$ cat src/rtl/lsu_pkg.sv
// Shared encodings for the load/store unit: access sizes, FSM states, lane
// helpers and the alignment check used at request accept.
package lsu_pkg;

  localparam logic [1:0] SZ_BYTE = 2'b00;
  localparam logic [1:0] SZ_HALF = 2'b01;
  localparam logic [1:0] SZ_WORD = 2'b10;
  localparam logic [1:0] SZ_RSVD = 2'b11;

  localparam int BYTE_W = 8;
  localparam int HALF_W = 16;

  // Half lane is addr[1]: LO selects bits [15:0], HI selects bits [31:16].
  localparam logic HALF_LO = 1'b0;
  localparam logic HALF_HI = 1'b1;

  typedef enum logic [1:0] {
    IDLE  = 2'd0,
    READ  = 2'd1,
    WRITE = 2'd2,
    DONE  = 2'd3
  } lsu_state_e;

  function automatic logic access_err(input logic [1:0] size, input logic [1:0] lane);
    case (size)
      SZ_BYTE: access_err = 1'b0;
      SZ_HALF: access_err = lane[0];
      SZ_WORD: access_err = |lane;
      default: access_err = 1'b1;
    endcase
  endfunction

endpackage

$ cat src/rtl/lsu_lane_align.sv
// Combinational lane logic: extracts and extends load data from a memory word,
// and merges sub-word store data into a previously read word.
module lsu_lane_align
  import lsu_pkg::*;
(
  input  logic [31:0] rdata_i,
  input  logic [1:0]  size_i,
  input  logic [1:0]  lane_i,
  input  logic        signed_i,
  input  logic [31:0] wdata_i,
  output logic [31:0] load_o,
  output logic [31:0] merge_o
);

  logic [BYTE_W-1:0] byte_sel;
  logic [HALF_W-1:0] half_sel;

  always_comb begin
    byte_sel = rdata_i[7:0];
    case (lane_i)
      2'd0:    byte_sel = rdata_i[7:0];
      2'd1:    byte_sel = rdata_i[15:8];
      2'd2:    byte_sel = rdata_i[23:16];
      default: byte_sel = rdata_i[31:24];
    endcase
    half_sel = (lane_i[1] == HALF_LO) ? rdata_i[15:0] : rdata_i[31:16];
  end

  always_comb begin
    load_o = rdata_i;
    case (size_i)
      SZ_BYTE: load_o = {{(32-BYTE_W){signed_i & byte_sel[BYTE_W-1]}}, byte_sel};
      SZ_HALF: load_o = {{(32-HALF_W){signed_i & half_sel[HALF_W-1]}}, half_sel};
      default: load_o = rdata_i;
    endcase
  end

  always_comb begin
    merge_o = rdata_i;
    case (size_i)
      SZ_BYTE: begin
        case (lane_i)
          2'd0:    merge_o[7:0]   = wdata_i[7:0];
          2'd1:    merge_o[15:8]  = wdata_i[7:0];
          2'd2:    merge_o[23:16] = wdata_i[7:0];
          default: merge_o[31:24] = wdata_i[7:0];
        endcase
      end
      SZ_HALF: begin
        if (lane_i[1] == HALF_HI) merge_o[31:16] = wdata_i[15:0];
        else                      merge_o[15:0]  = wdata_i[15:0];
      end
      default: merge_o = wdata_i;
    endcase
  end

endmodule

$ cat src/rtl/load_store_unit.sv
// Data-memory initiator: one request at a time, sub-word stores done as
// read-modify-write. All outputs come straight from registers.
module load_store_unit
  import lsu_pkg::*;
#(
  parameter int MEM_RD_LAT = 1,
  parameter int ADDR_W     = 32
) (
  input  logic              clk,
  input  logic              rst_n,
  input  logic              req_valid,
  output logic              req_ready,
  input  logic              req_write,
  input  logic [1:0]        req_size,
  input  logic              req_signed,
  input  logic [ADDR_W-1:0] req_addr,
  input  logic [31:0]       req_wdata,
  output logic              resp_valid,
  output logic              resp_err,
  output logic [31:0]       resp_rdata,
  output logic [31:0]       address,
  output logic [31:0]       write_data,
  output logic              write_enable,
  input  logic [31:0]       mem_read_data,
  output logic [1:0]        dbg_state
);

  // Handshake: a request transfers on a rising edge with req_valid && req_ready;
  // req_ready is high only in IDLE. The response is a single-cycle resp_valid
  // pulse with no backpressure.

  localparam logic [2:0] LAST_CNT = 3'(MEM_RD_LAT - 1);

  lsu_state_e  state_q, state_d;
  logic [2:0]  cnt_q, cnt_d;
  logic        write_q, write_d;
  logic [1:0]  size_q, size_d;
  logic        signed_q, signed_d;
  logic [1:0]  lane_q, lane_d;
  logic [31:0] wdata_q, wdata_d;

  logic        req_ready_q, req_ready_d;
  logic        resp_valid_q, resp_valid_d;
  logic        resp_err_q, resp_err_d;
  logic [31:0] resp_rdata_q, resp_rdata_d;
  logic [31:0] address_q, address_d;
  logic [31:0] write_data_q, write_data_d;
  logic        write_enable_q, write_enable_d;

  logic [31:0] load_word;
  logic [31:0] merge_word;

  lsu_lane_align u_lane_align (
    .rdata_i  (mem_read_data),
    .size_i   (size_q),
    .lane_i   (lane_q),
    .signed_i (signed_q),
    .wdata_i  (wdata_q),
    .load_o   (load_word),
    .merge_o  (merge_word)
  );

  always_comb begin
    state_d      = state_q;
    cnt_d        = cnt_q;
    write_d      = write_q;
    size_d       = size_q;
    signed_d     = signed_q;
    lane_d       = lane_q;
    wdata_d      = wdata_q;
    resp_err_d   = 1'b0;
    resp_rdata_d = resp_rdata_q;
    address_d    = address_q;
    write_data_d = write_data_q;

    case (state_q)
      IDLE: begin
        if (req_valid) begin
          write_d      = req_write;
          size_d       = req_size;
          signed_d     = req_signed;
          lane_d       = req_addr[1:0];
          wdata_d      = req_wdata;
          resp_rdata_d = '0;
          // Errored requests leave the memory port untouched, address included.
          if (access_err(req_size, req_addr[1:0])) begin
            state_d    = DONE;
            resp_err_d = 1'b1;
          end else begin
            address_d = 32'(req_addr[ADDR_W-1:2]);
            if (req_write && req_size == SZ_WORD) begin
              state_d      = WRITE;
              write_data_d = req_wdata;
            end else begin
              state_d = READ;
              cnt_d   = '0;
            end
          end
        end
      end
      READ: begin
        if (cnt_q == LAST_CNT) begin
          if (write_q) begin
            state_d      = WRITE;
            write_data_d = merge_word;
          end else begin
            state_d      = DONE;
            resp_rdata_d = load_word;
          end
        end else begin
          cnt_d = cnt_q + 3'd1;
        end
      end
      WRITE:   state_d = DONE;
      default: state_d = IDLE;
    endcase

    req_ready_d    = (state_d == IDLE);
    resp_valid_d   = (state_d == DONE);
    write_enable_d = (state_d == WRITE);
  end

  always_ff @(posedge clk or negedge rst_n) begin
    if (!rst_n) begin
      state_q        <= IDLE;
      cnt_q          <= '0;
      write_q        <= 1'b0;
      size_q         <= SZ_BYTE;
      signed_q       <= 1'b0;
      lane_q         <= '0;
      wdata_q        <= '0;
      req_ready_q    <= 1'b1;
      resp_valid_q   <= 1'b0;
      resp_err_q     <= 1'b0;
      resp_rdata_q   <= '0;
      address_q      <= '0;
      write_data_q   <= '0;
      write_enable_q <= 1'b0;
    end else begin
      state_q        <= state_d;
      cnt_q          <= cnt_d;
      write_q        <= write_d;
      size_q         <= size_d;
      signed_q       <= signed_d;
      lane_q         <= lane_d;
      wdata_q        <= wdata_d;
      req_ready_q    <= req_ready_d;
      resp_valid_q   <= resp_valid_d;
      resp_err_q     <= resp_err_d;
      resp_rdata_q   <= resp_rdata_d;
      address_q      <= address_d;
      write_data_q   <= write_data_d;
      write_enable_q <= write_enable_d;
    end
  end

  assign req_ready    = req_ready_q;
  assign resp_valid   = resp_valid_q;
  assign resp_err     = resp_err_q;
  assign resp_rdata   = resp_rdata_q;
  assign address      = address_q;
  assign write_data   = write_data_q;
  assign write_enable = write_enable_q;
  assign dbg_state    = state_q;

endmodule

$ cat config.mk
export PLATFORM = sky130hd
export DESIGN_NAME = load_store_unit
export DESIGN_NICKNAME = d
export VERILOG_FILES = /design/src/rtl/lsu_pkg.sv /design/src/rtl/lsu_lane_align.sv /design/src/rtl/load_store_unit.sv
export SDC_FILE = /design/constraint.sdc
export NUM_CORES = 1
export LEC_CHECK = 0
export BUFFER_PORTS_ARGS = -buffer_cell sky130_fd_sc_hd__buf_2
export CORE_MARGIN = 3
export CORE_UTILIZATION = 56
export DETAILED_ROUTE_END_ITERATION = 8
export PLACE_DENSITY = 0.86
export SKIP_LAST_GASP = 1
export SYNTH_ARGS = -nofsm -noshare
export SYNTH_HDL_FRONTEND = slang
export SYNTH_SLANG_ARGS = --single-unit
$ cat constraint.sdc
create_clock -name clk -period 4.9 [get_ports clk]
set_input_delay 0.245 -clock clk [delete_from_list [all_inputs] [get_ports clk]]
set_output_delay 0.245 -clock clk [all_outputs]
set_load 0.01 [all_outputs]
==> metrics.cfg, run 1 <==
[status]
outcome = complete, no violations

[power]
clkPwrFrac_pct = 21.4
switching_share_pct = 39.8
p_total_mw = 6.19
seq_power_share_pct = 34.1
p_sw_mw = 2.47
peakVddDrop_mv = 0.412
p_leak_nw = 4.33
power.density_nw_per_um2 = 723
p_comb_share_pct = 44.5
p_int_mw = 3.72

[critical_path]
reg2reg_from = size_q[0]
cp.required_ns = 5.21
path_class = reg -> reg
crit_path_end_kind = register
cp-start-kind = register
path_max_fanout = 32
worstReg2RegEnd = write_data[2]
arrival_ns = 3.46
rr_worst_depth = 5
r2r_slack_ns = 1.75

[drt]
drt_iter0_drc = 543
drcViolationCount = 0
via_count = 6057
drt_wl_total_um = 20500
viasPerCell = 5.91
drtAntennaViolNets = 0
firstDrtPassIters = 5
wl_per_cell_um = 20.0

[cts]
path_clk_slew_ns = 0.06
cts_made_buffers = 17
cts_tree = built
cts-htree-levels = 4
clock_latency_ns = 0.42
cts_root_buf = clkbuf_16
clock_sinks = 141
cts_hold_buf = 1
ctsResizeCount = 0
cts_setup_buffers = 0
clock_path_buffers = 2

[global_routing]
overflow = 0
grt_usage_pct = 30.6
antenna_found_initial = 0
grt_pass1_wl_um = 31700
grt_max_degree = 90
grt_pass1_vias = 5964

[worst_hold_path]
worstHoldPathType = in -> reg
worstHoldEndpoint = signed_q
holdPathStages = 3
min_from = req_signed

[timing]
setup_tns_ns = 0
drv_slew = 0
timing.fmax_mhz = 317
finClkSkew_ns = 0.00459
worst_pin_slew_ns = 1.22
layout_min_cycle_time_ns = 3.15
relSlewSlack_pct = 18.3
rsz0062_at_grt = no
setup_viol = 0
finalHoldViolCount = 0
fin_crit_sh_pct = 64.3

[synthesis]
synth_common_cells = 162 x nand2_1, 140 x dfrtp_1, 47 x o21ai_0
synth_largest_area_cell = dfrtp_1
syn_inst = 669
yosysMostFrequentCell = nand2_1
synthTopCellsByArea = dfrtp_1 51%, nand2_1 8.8%, mux2_2 6.7%
syn_area_um2 = 6920
synth_area_per_cell_um2 = 10.3
synthFlopType = dfrtp_1
yosys_warnings = 0
seq_area_frac_synth_pct = 51.0
synth_seq_cells = 141
synth_cell_types = 54
synth_top_area_share_pct = 50.6
synth_edf_count = 0
synthArstFlopShare_pct = 100

[floorplanning]
core_um2 = 11800
initial_core_util_pct = 58.9
fp-row-count = 39
die-width_um = 117
die_y_um = 117
dieArea_um2 = 13700
io_pins = 205

[final_layout]
drive_above_1_share_pct = 37.7
final_nets = 953
diodes = 0
area_delta_synth_final_pct = 23.7

[job]
cap_violations = 0

[placed_design]
finalWeightedCongestion = 0.930
io_buffers = 202
hpwl_um = 14500

worst max-delay path: stages (launching register included):
cell and delay [ns]:
dfrtp_1 0.54, nand2b_1 0.78, a21oi_2 1.00, mux2i_1 0.31, o21ai_0 0.12, mux2_4 0.29
worst max-delay path by stage:
| stage | startpoint | to | slack (ns) | cells after the start |
|---|---|---|---|---|
| 2_1_floorplan | dbg_state[0] | write_data[0] | 2.86 | 8 |
| 3_3_place_gp | size_q[0] | write_data[0] | 1.97 | 5 |
| 3_5_place_dp | size_q[0] | write_data[4] | 1.89 | 5 |
| 4_1_cts | size_q[0] | write_data[2] | 1.86 | 5 |
| 5_1_grt | size_q[0] | write_data[2] | 1.52 | 5 |
| 6_report | size_q[0] | write_data[2] | 1.75 | 5 |
registers in the layout, indices dropped and copies added, names as in the netlist:
signal        cells
resp_rdata       32
req_ready         1
dbg_state         2
lane_q            2
cnt_q             3
resp_valid        1
write_enable      1
size_q            2
write_data       32
signed_q          1
write_q           1
wdata_q          32
resp_err          1
address          30
routing by layer:
layer / track usage (%) / vias to the layer above / routed length [um] / part of all wire, %
li1: - / 2709 / - / -
met1: 40.0 / 2944 / 8300 / 41
met2: 47.3 / 346 / 9470 / 46
met3: 9.97 / 58 / 2070 / 10
met4: 12.4 / 0 / 640 / 3.1
met5: 0 / - / 0 / 0
kinds of logic after synthesis:
family          count (synthesis)  share of synthesized area [%]
flops                         141                           51.0
buf+inv                        66                           4.70
mux                            79                           14.4
other cells                     1                         0.0542
simple gates                  216                           13.3
xor+xnor                        1                          0.127
compound gates                163                           16.0
fa+ha+maj                       2                          0.361
layout by cell type, fill, tap and decap left out, types with 3 or more instances in the layout:
cell / count
mux2_4: 29
dfrtp_1: 140
nand2b_1: 3
clkinv_2: 5
buf_4: 8
mux2i_1: 8
o31a_1: 7
a31oi_1: 8
nor2_1: 27
o221ai_1: 14
nor2b_1: 4
o21ai_0: 47
a21oi_1: 32
a211oi_1: 7
a311oi_1: 8
clkbuf_16: 17
inv_1: 14
bufinv_16: 3
a221o_1: 16
nand2_1: 162
clkinv_4: 5
nand3_1: 5
mux2_2: 41
a221oi_1: 8
buf_2: 201
a21o_1: 3
layout make-up:
| type | instances | area, um2 |
|---|---|---|
| sequential | 141 | 3530 |
| fill | 846 | 3200 |
| multi-input combinational | 463 | 3080 |
| timing repair buffer | 211 | 1090 |
| clock buffer | 18 | 439 |
| tap | 164 | 205 |
| clock inverter | 14 | 168 |
| inverter | 14 | 52.6 |
per-stage QoR:
stage               area (um2)  util [%]  hold WS [ns]  worst slack [ns]  cells
floorplan                 6930         -       -0.0506              2.86    670
global placement          7940      67.5         0.350              1.97    992
detailed placement        7940      67.5         0.365              1.89    992
CTS                       8560      72.8        0.0130              1.86   1025
global route              8560      72.8        0.0136              1.52   1025
finish                    8560      72.8        0.0190              1.75   1025
power by group through the flow:
stage | logic [mW] | registers (mW) | clock network (mW)
global route | 3.01 | 2.17 | 1.39
detailed placement | 2.73 | 2.10 | 0
finish | 2.76 | 2.11 | 1.33
global placement | 2.64 | 2.07 | 0
floorplan | 1.75 | 2.18 | 0
CTS | 2.75 | 2.10 | 1.34
No activity file was read; power rests on OpenSTA's default activity.
==> inputs of run 2 (changes only) <==
- CORE_UTILIZATION: 56 -> 47
- PLACE_DENSITY: 0.86 -> 0.77
- clock period: 4.9 -> 2.6 ns (I/O delays scaled with it)
==> metrics.cfg, run 2 (synthesized netlist as in run 1, its figures left out) <==
[timing]
setup_viol = 0  ; unchanged
relSlewSlack_pct = 59.9  ; +42 points
fin_crit_sh_pct = 89.0  ; +25 points
layout_min_cycle_time_ns = 2.31  ; -0.836 ns
finClkSkew_ns = 0.0119  ; +0.00733 ns
timing.fmax_mhz = 432  ; +36%
setup_tns_ns = 0  ; unchanged
rsz0062_at_grt = no
drv_slew = 0  ; unchanged
holdWs_ns = 0.0149  ; -0.00408 ns
finalHoldViolCount = 0  ; unchanged
worst_pin_slew_ns = 0.601  ; -0.623 ns

[final_layout]
seqCellArea_um2 = 3530  ; unchanged
final_nets = 1041  ; +9.2%
fillers = 1058  ; +25%
drive_above_1_share_pct = 35.6  ; -2.1 points
multiInputGateArea_um2 = 3070  ; -0.28%
final_common_cell = buf_2
instances_no_fill = 1131  ; +10%
mostFrequentLayoutCells = 201 x buf_2, 162 x nand2_1, 140 x dfrtp_1
fin_util_pct = 67.1  ; -5.8 points
area_delta_synth_final_pct = 37.1

[power]
power.density_nw_per_um2 = 1270  ; +75%
peakVddDrop_mv = 0.811  ; +97%
p_total_mw = 12.0  ; +94%
p_leak_nw = 4.72  ; +9.1%

[critical_path]
cp.required_ns = 2.90  ; -2.31 ns
path_max_fanout = 24  ; -25%
path_class = reg -> reg
reg2reg_from = cnt_q[0]
crit_path_end_kind = register
worstSetupStartpoint = cnt_q[0]
critPathMaxStageDelay_ns = 0.46  ; -0.54 ns
arrival_ns = 2.61  ; -0.85 ns
cp-start-kind = register
slowest_stage = a221o_2
worstPathCellList = inv_1, ha_1, nor2b_1, nand2_1, a221o_2, nor2_8, buf_12, mux2_4

[placed_design]
hpwl_um = 14700  ; +1.4%
finalWeightedCongestion = 0.912  ; -2.0%
place_inst = 1022  ; +3.0%
io_buffers = 202  ; unchanged

[worst_hold_path]
min_from = req_size[0]
worstHoldPathType = in -> reg

[drt]
wl_per_cell_um = 19.4  ; -3.0%
viasPerCell = 5.69  ; -3.7%
drcViolationCount = 0  ; unchanged
drt_wl_total_um = 21900  ; +7.0%
firstDrtPassIters = 5  ; unchanged
via_count = 6436  ; +6.3%
drtAntennaViolNets = 0  ; unchanged
drt_iter0_drc = 661  ; +22%

[global_routing]
grt_max_degree = 66  ; -27%
grt_pass1_vias = 6447  ; +8.1%
grt_pass1_wl_um = 34900  ; +10%
antenna_found_initial = 1  ; +1
grt_usage_pct = 27.5  ; -3.1 points
overflow = 0  ; unchanged

[cts]
cts_tree = built
clock_latency_ns = 0.43  ; about the same
clock_path_buffers = 2  ; unchanged
cts-htree-levels = 4  ; unchanged
clock_sinks = 141  ; unchanged
cts_setup_buffers = 0  ; unchanged
cts_made_buffers = 17  ; unchanged
path_clk_slew_ns = 0.07  ; about the same
cts_root_buf = clkbuf_16

[floorplanning]
core_um2 = 14100  ; +20%
die_y_um = 127  ; +8.7%
fp-row-count = 43  ; +10%
die-width_um = 127  ; +8.7%
initial_core_util_pct = 48.9  ; -9.9 points
dieArea_um2 = 16200  ; +18%
io_pins = 205  ; unchanged

[job]
cap_violations = 0  ; unchanged

[status]
outcome = complete, no violations

[run 2: worst max-delay path: cells and delay by family, from the launching register on]
kind	cells	cell delay, ns
simple gates	3	0.50
flops	1	0.40
fa+ha+maj	1	0.15
buf+inv	2	0.32
compound gates	1	0.46
mux	1	0.32
[run 2: worst paths after layout]
kind	slack, ns	depth (start not counted)	to
worst min register to register	0.46	2	resp_rdata[3]
max in group asynchronous	1.54	3	address[3]
min in group asynchronous	0.28	2	write_data[19]
worst max-delay path	0.29	8	write_data[15]
worst min-delay path	0.01	3	size_q[0]
worst max register to register	0.29	8	write_data[15]
[run 2: final cells by class]
type	instances	share of cell area (%)
Clock buffer	22	5.10
Clock inverter	10	1.69
Sequential cell	141	37.2
Antenna cell	2	0.0527
Timing Repair Buffer	299	20.6
Multi-Input combinational cell	463	32.4
Tap cell	180	2.37
Inverter	14	0.554
[run 2: stage by stage]
stage          setup WS (ns)  instance area, um2
6_report               0.287                9490
5_1_grt                0.189                9490
4_1_cts                0.291                9480
3_5_place_dp           0.302                8090
3_3_place_gp           0.360                8090
2_1_floorplan          0.562                6930
[run 2: power by group]
group          switching, mW  total [mW]  internal [mW]
Combinational           2.98        5.43           2.45
Sequential             0.700        3.92           3.22
Clock                  0.955        2.66           1.71
[run 2: metal layers]
layer / GRT usage (%) / vias to the layer above / wire length, um
met1: 36.1 / 3066 / 8950
met4: 9.72 / 0 / 619
met5: 0 / - / 0
met2: 43.1 / 405 / 10200
met3: 8.74 / 61 / 2150
li1: - / 2904 / -
[run 2: timing repair]
| action | CTS | global route |
|---|---|---|
| hold buffers | 75 | 0 |
| resized for setup | 0 | 0 |
| endpoints found under the hold margin | 136 | 0 |
